[src/rtl/miriscv_lsu.sv]
// miriscv_lsu: load/store unit with a single outstanding data-bus transaction.
// It accepts one LOAD/STORE from execute, drives a word-aligned bus request
// with byte enables and replicated store data, waits for the response, and
// returns sign- or zero-extended load data. Misaligned and illegal requests
// never reach the bus.
//
// Ports:
//   clk_i, rst_i        core clock, asynchronous active-high reset
//   lsu_req_i/we_i/size_i/addr_i/wdata_i/kill_i   request from execute
//   lsu_rdata_o         extended load result (held until the next load)
//   lsu_stall_o         pipeline stall while a transaction is in flight
//   lsu_misaligned_o    misaligned flag for the current request
//   data_*              data bus (req/gnt address phase, rvalid response)
module miriscv_lsu #(
  parameter int XLEN = 32
) (
  input  logic            clk_i,
  input  logic            rst_i,
  input  logic            lsu_req_i,
  input  logic            lsu_we_i,
  input  logic [2:0]      lsu_size_i,
  input  logic [XLEN-1:0] lsu_addr_i,
  input  logic [XLEN-1:0] lsu_wdata_i,
  input  logic            lsu_kill_i,
  output logic [XLEN-1:0] lsu_rdata_o,
  output logic            lsu_stall_o,
  output logic            lsu_misaligned_o,
  output logic            data_req_o,
  output logic            data_we_o,
  output logic [3:0]      data_be_o,
  output logic [XLEN-1:0] data_addr_o,
  output logic [XLEN-1:0] data_wdata_o,
  input  logic            data_gnt_i,
  input  logic            data_rvalid_i,
  input  logic [XLEN-1:0] data_rdata_i
);

  typedef enum logic [1:0] {IDLE, REQ, RESP, DONE} state_t;

  state_t          state_q;
  logic            req_q, we_q, discard_q;
  logic [3:0]      be_q;
  logic [XLEN-1:0] addr_q, wdata_q, rdata_q;
  logic [2:0]      size_q;
  logic [1:0]      off_q;

  logic            size_legal, misal, accept;
  logic [3:0]      be_d;
  logic [XLEN-1:0] wdata_d, rdata_d;
  logic [7:0]      byte_sel;
  logic [15:0]     half_sel;

  // Unsigned sizes (1xx) exist for loads only.
  always_comb begin
    size_legal = 1'b0;
    case (lsu_size_i)
      3'b000, 3'b001, 3'b010: size_legal = 1'b1;
      3'b100, 3'b101:         size_legal = !lsu_we_i;
      default:                size_legal = 1'b0;
    endcase
  end

  assign misal = ((lsu_size_i[1:0] == 2'b01) && lsu_addr_i[0]) ||
                 ((lsu_size_i[1:0] == 2'b10) && (lsu_addr_i[1:0] != 2'b00));

  assign accept = (state_q == IDLE) && lsu_req_i && size_legal && !misal && !lsu_kill_i;

  always_comb begin
    be_d    = 4'b1111;
    wdata_d = lsu_wdata_i;
    case (lsu_size_i[1:0])
      2'b00: begin
        be_d    = 4'b0001 << lsu_addr_i[1:0];
        wdata_d = {4{lsu_wdata_i[7:0]}};
      end
      2'b01: begin
        be_d    = 4'b0011 << lsu_addr_i[1:0];
        wdata_d = {2{lsu_wdata_i[15:0]}};
      end
      default: begin
        be_d    = 4'b1111;
        wdata_d = lsu_wdata_i;
      end
    endcase
  end

  // Lane extraction uses the offset captured at accept, not the live address.
  always_comb begin
    byte_sel = data_rdata_i[7:0];
    case (off_q)
      2'd0:    byte_sel = data_rdata_i[7:0];
      2'd1:    byte_sel = data_rdata_i[15:8];
      2'd2:    byte_sel = data_rdata_i[23:16];
      default: byte_sel = data_rdata_i[31:24];
    endcase
    half_sel = off_q[1] ? data_rdata_i[31:16] : data_rdata_i[15:0];
    case (size_q)
      3'b000:  rdata_d = {{24{byte_sel[7]}}, byte_sel};
      3'b100:  rdata_d = {24'd0, byte_sel};
      3'b001:  rdata_d = {{16{half_sel[15]}}, half_sel};
      3'b101:  rdata_d = {16'd0, half_sel};
      default: rdata_d = data_rdata_i;
    endcase
  end

  always_ff @(posedge clk_i or posedge rst_i) begin
    if (rst_i) begin
      state_q   <= IDLE;
      req_q     <= 1'b0;
      we_q      <= 1'b0;
      be_q      <= 4'd0;
      addr_q    <= '0;
      wdata_q   <= '0;
      rdata_q   <= '0;
      size_q    <= 3'd0;
      off_q     <= 2'd0;
      discard_q <= 1'b0;
    end else begin
      unique case (state_q)
        IDLE: begin
          if (accept) begin
            req_q     <= 1'b1;
            we_q      <= lsu_we_i;
            be_q      <= be_d;
            addr_q    <= {lsu_addr_i[XLEN-1:2], 2'b00};
            wdata_q   <= wdata_d;
            size_q    <= lsu_size_i;
            off_q     <= lsu_addr_i[1:0];
            discard_q <= 1'b0;
            state_q   <= REQ;
          end
        end
        REQ: begin
          if (data_gnt_i) begin
            // Once granted the response must still be consumed, even if killed.
            req_q     <= 1'b0;
            discard_q <= lsu_kill_i;
            state_q   <= RESP;
          end else if (lsu_kill_i) begin
            req_q   <= 1'b0;
            state_q <= IDLE;
          end
        end
        RESP: begin
          if (data_rvalid_i) begin
            if (discard_q || lsu_kill_i) begin
              state_q <= IDLE;
            end else begin
              if (!we_q) rdata_q <= rdata_d;
              state_q <= DONE;
            end
          end else if (lsu_kill_i) begin
            discard_q <= 1'b1;
          end
        end
        DONE: state_q <= IDLE;
      endcase
    end
  end

  // Reset gates the combinational flags so every output is 0 during reset.
  assign lsu_stall_o = !rst_i && !lsu_kill_i &&
                       (accept || (state_q == REQ) || (state_q == RESP));
  assign lsu_misaligned_o = !rst_i && (state_q == IDLE) && lsu_req_i && size_legal && misal;

  assign lsu_rdata_o  = rdata_q;
  assign data_req_o   = req_q;
  assign data_we_o    = we_q;
  assign data_be_o    = be_q;
  assign data_addr_o  = addr_q;
  assign data_wdata_o = wdata_q;

endmodule

[config.mk]
export PLATFORM = sky130hd
export DESIGN_NAME = miriscv_lsu
export DESIGN_NICKNAME = d
export VERILOG_FILES = /design/src/rtl/miriscv_lsu.sv
export SDC_FILE = /design/constraint.sdc
export NUM_CORES = 1
export LEC_CHECK = 0
export BUFFER_PORTS_ARGS = -buffer_cell sky130_fd_sc_hd__buf_2
export CORE_ASPECT_RATIO = 0.5
export CORE_MARGIN = 2
export CORE_UTILIZATION = 48
export DETAILED_ROUTE_END_ITERATION = 12
export GPL_TIMING_DRIVEN = 0
export PLACE_DENSITY_LB_ADDON = 0.15
export SYNTH_ARGS = -nofsm -noshare
export SYNTH_HDL_FRONTEND = slang
export SYNTH_SLANG_ARGS = --single-unit
[constraint.sdc]
create_clock -name clk_i -period 5.47 [get_ports clk_i]
set_input_delay 1.094 -clock clk_i [delete_from_list [all_inputs] [get_ports clk_i]]
set_output_delay 1.094 -clock clk_i [all_outputs]
set_load 0.01 [all_outputs]
# Yosys cells after proc, flatten, opt, wreduce, memory -nomap -nowiden
# Index checks and enable logic that the tools add are counted.
# Widths: inputs -> output; s select.
[classes]
shifts = 2
muxes = 21
n_eq_ne = 20
n_reduce_logical = 35
bitwise = 2
[ops]
columns = ["op", "count"]
rows = [
  ["$pmux 32 s4", 1],
  ["$pmux 32 s2", 1],
  ["$pmux 8 s3", 1],
  ["$mux 16", 1],
  ["$eq 3x3->1 const B", 4],
  ["$logic_and 1x1->1", 12],
  ["$mux 2", 5],
  ["$ne 2x2->1 const B", 5],
  ["$eq 2x2->1 const B", 4],
  ["$pmux 2 s4", 1],
  ["$pmux 4 s2", 1],
  ["$mux 1", 7],
  ["$eq 2x1->1 const B", 3],
  ["$eq 3x1->1 const B", 2],
  ["$logic_not 2->1", 3],
  ["$logic_not 3->1", 2],
  ["$reduce_and 3->1", 2],
  ["$reduce_and 5->1", 1],
  ["$logic_not 1->1", 4],
  ["$logic_or 1x1->1", 4],
  ["$pmux 1 s2", 2],
  ["$reduce_and 4->1", 1],
  ["$reduce_bool 2->1", 2],
  ["$shl 1x2->4 const A", 1],
  ["other kinds (9)", 10],
]
[totals]
reg_bits = 108
output_inout_bits = 104
word_cells = 90

# Logic depth before layout (Yosys ltp)
[depth]
ltp_word = 9
mapped_depth = 9
depth_no_buf = 6

# Worst setup path before layout
# No wires, ideal clock.
[synth_timing]
kind = "in2out"
startpoint = "input port rst_i"
endpoint = "output port lsu_misaligned_o"
n_path_buf = 0
slack_ns = 0.676
arrival_ns = 3.700
path_stages = 3
cell_sequence = "inv_1 nand2_1 nor2_1"
[synth_between]
elab_chain_cells = 5
[synth_lines]
columns = ["element", "line_no", "text"]
rows = [
  ["start: declaration", "18", "input logic rst_i,"],
  ["$logic_not 1->1", "164", "assign lsu_misaligned_o = !rst_i && (state_q == IDLE) && lsu_req_i && size_legal && misal;"],
  ["$logic_and 1x1->1 (4 in series)", "164", ""],
  ["end: declaration", "27", "output logic lsu_misaligned_o,"],
]
# No other way between the ends.

# Final worst setup path
# Ends and elaborated chain as after synthesis.

==> qor.yml <==
clock_network:
  cts.sinks: 108
  cts-root-buf: "clkbuf_16"
  cts_tree: "yes"
  clkSlewWorstSetupHoldPaths_ns: 0.07
  clock_path_buffers: 2
  cts_hold_buf: 0
  cts.htree.levels: 3
  cts_inserted_buffers: 9
  postCtsResizedCells: 0
  worstSkewPairLatency_ns: 0.35
  cts_setup_buffers: 0
final_layout:
  area_delta_synth_final_pct: 30.3
  nets: 831
  final_util: 0.647
  fin_area_um2: 6650
  layout_common_cells: "buf_2 (212), dfrtp_1 (108), nand2_1 (102)"
  layoutNonFillerInstCount: 865
  diodes: 0
  layout_commonest_cell: "buf_2"
  layout-drive-gt1-share: 0.389
drt:
  routed_wl_um: 14100
  drt_iter0_markers: 235
  post_drt_via_cell_ratio: 5.26
  drtPass1Iterations: 5
  num_vias: 4553
  ant_nets: 0
  drc: 0
  post_drt_wl_per_cell_um: 16.3
global_route:
  overflow: 0
  grt_use_total: 0.251
  antenna_found_initial: 0
  grt_pass1_wl_um: 22800
  grt_start_max_net_pins: 56
  grt_pass1_vias: 4612
placed_design:
  io_buffer_count: 205
  hpwl_um: 10700
  gp_congestion: 0.834
  placedCellCount: 849
  place_area_um2: 6340
run:
  cap_violations: 0
die:
  dieWidth_um: 150
  die-area_um2: 11500
  start_util: 0.497
  core-area_um2: 10300
  ios: 210
  rows: 26
  die_y_um: 76.9
timing:
  skew_ns: 0.00990
  rsz0062_at_grt: "no"
  setup_tns_ns: 0
  layout_worst_path_cycle_share: 0.635
  post-route-min-period_ns: 3.47
  relSlewSlack: 0.371
  max_freq_ghz: 0.288
  hold_viol: 0
  setup_viol: 0
  fin_hold_ws_ns: 0.477
  drv_slew: 0
  worst_slew_pin_slew_ns: 0.940
yosys:
  synth-xor-area-share: 0.00172
  synth-compound-area-share: 0.142
  synth_fa_ha_area_frac: 0.0123
  synth.area.top_cells: "dfrtp_1 (53%), mux2_2 (9.9%), nand2_1 (7.5%)"
  synthSimpleGateAreaFrac: 0.115
  yosysTopAreaCell: "dfrtp_1"
  ys_seq_elements: 108
  muxShareOfSynthArea: 0.155
  synth_top_family_by_area: "multiplexers"
  yosysTopAreaCellShare: 0.529
  yosysSeqAreaShare: 0.529
  postSynthCellCount: 502
  netlist_area_um2: 5110
  yosysWarnings: 0
  synth_cell_type_count: 38
  avgSynthCellArea_um2: 10.2
pwr:
  internal_power_mw: 2.15
  p_comb_frac: 0.409
  p_leak_nw: 3.47
  switching_power_mw: 1.26
  vdd_drop_max_uv: 259
  power_frac_seq: 0.391
  clockPowerShare: 0.199
  switching_share: 0.369
  p_per_area_nw_per_um2: 512
worst_setup_path:
  startpoint_type: "input port"
  end_kind: "output pin"
  critPathMaxFanout: 55
  worst-setup-path-type: "input port to output pin"
  critPathRequiredTime_ns: 4.38
  critical_path_arrival_ns: 2.38
hold_path:
  hp-class: "register to register"
status:
  status: "complete, no violations"
cell families (layout without fill, tap and decap cells):
kind of cell	count (synthesis)	count (layout)
multiplexers	72	72
AO/OA/AOI/OAI	118	118
XOR/XNOR	1	1
other	1	2
buffers and inverters	54	276
adder cells (fa/ha/maj)	5	5
flip-flops	108	108
AND/OR/NAND/NOR	143	143
critical path: stages:
cell     delay (ns)
buf_2          0.12
inv_4          0.50
buf_16         0.34
nand2_1        0.08
nor2_1         0.10
buf_2          0.14
registers in the layout, indices dropped and copies added (netlist names):
signal	cells
data_wdata_o	32
lsu_rdata_o	32
data_addr_o	30
data_be_o	4
size_q	3
off_q	2
state_q	2
data_req_o	1
data_we_o	1
discard_q	1
area by class of cell:
type / count / area, um2
clock inverter: 6 / 72.6
sequential: 108 / 2700
tap: 140 / 175
clock buffer: 10 / 239
multi-input combinational: 341 / 2180
timing repair buffer: 206 / 1050
buffer: 39 / 170
inverter: 15 / 58.8
fill: 932 / 3630
routing by layer:
layer / vias to the layer above / global-route usage / wire, um
li1: 2171 / - / -
met1: 2195 / 0.323 / 6300
met2: 170 / 0.420 / 6480
met3: 17 / 0.0726 / 1080
met4: 0 / 0.0623 / 214
met5: - / 0 / 0
synth_stat cells, drive strengths merged:
library cell and n:
nand2 102, o22ai 9, o21ai 47, a21o 8, a21boi 1, o211ai 17, a21oi 18, clkbuf 25
or2 1, conb 1, nor3b 1, mux4 1, a222oi 1, ha 5, a221oi 7, a31oi 7
nor2 20, o22a 1, nor3 9, nand2b 1, a22o 1, or3 2, xor2 1, nor2b 4
a2111oi 1, inv 15, buf 14, dfrtp 108, mux2 46, nand3 1, mux2i 25, and3 1
nand3b 1
metrics by stage:
| stage | power (mW) | setup WS [ns] |
|---|---|---|
| finish | 3.41 | 2.00 |
| global route | 3.65 | 1.78 |
| CTS | 3.43 | 1.92 |
| detailed placement | 2.75 | 1.92 |
| global placement | 2.70 | -0.447 |
| floorplan | 2.18 | 0.676 |
power by group through the flow:
stage / Sequential [mW] / Combinational, mW / Clock [mW]
after CTS: 1.34 / 1.40 / 0.691
after detailed placement: 1.35 / 1.40 / 0
final: 1.33 / 1.39 / 0.679
after global placement: 1.33 / 1.37 / 0
after floorplan: 1.50 / 0.679 / 0
after global routing: 1.39 / 1.55 / 0.716
worst paths after layout:
path,from,endpoint,slack (ns),cells after the start
min reg2reg,data_wdata_o[17],data_wdata_o[17],0.48,2
max reg2reg,state_q[0],state_q[1],3.01,7
max,rst_i,lsu_misaligned_o,2.00,6
max in group asynchronous,rst_i,data_addr_o[19],3.89,3
min,data_wdata_o[17],data_wdata_o[17],0.48,2
min in group asynchronous,rst_i,data_addr_o[31],0.87,2
Power figures use the tool's default switching activity.
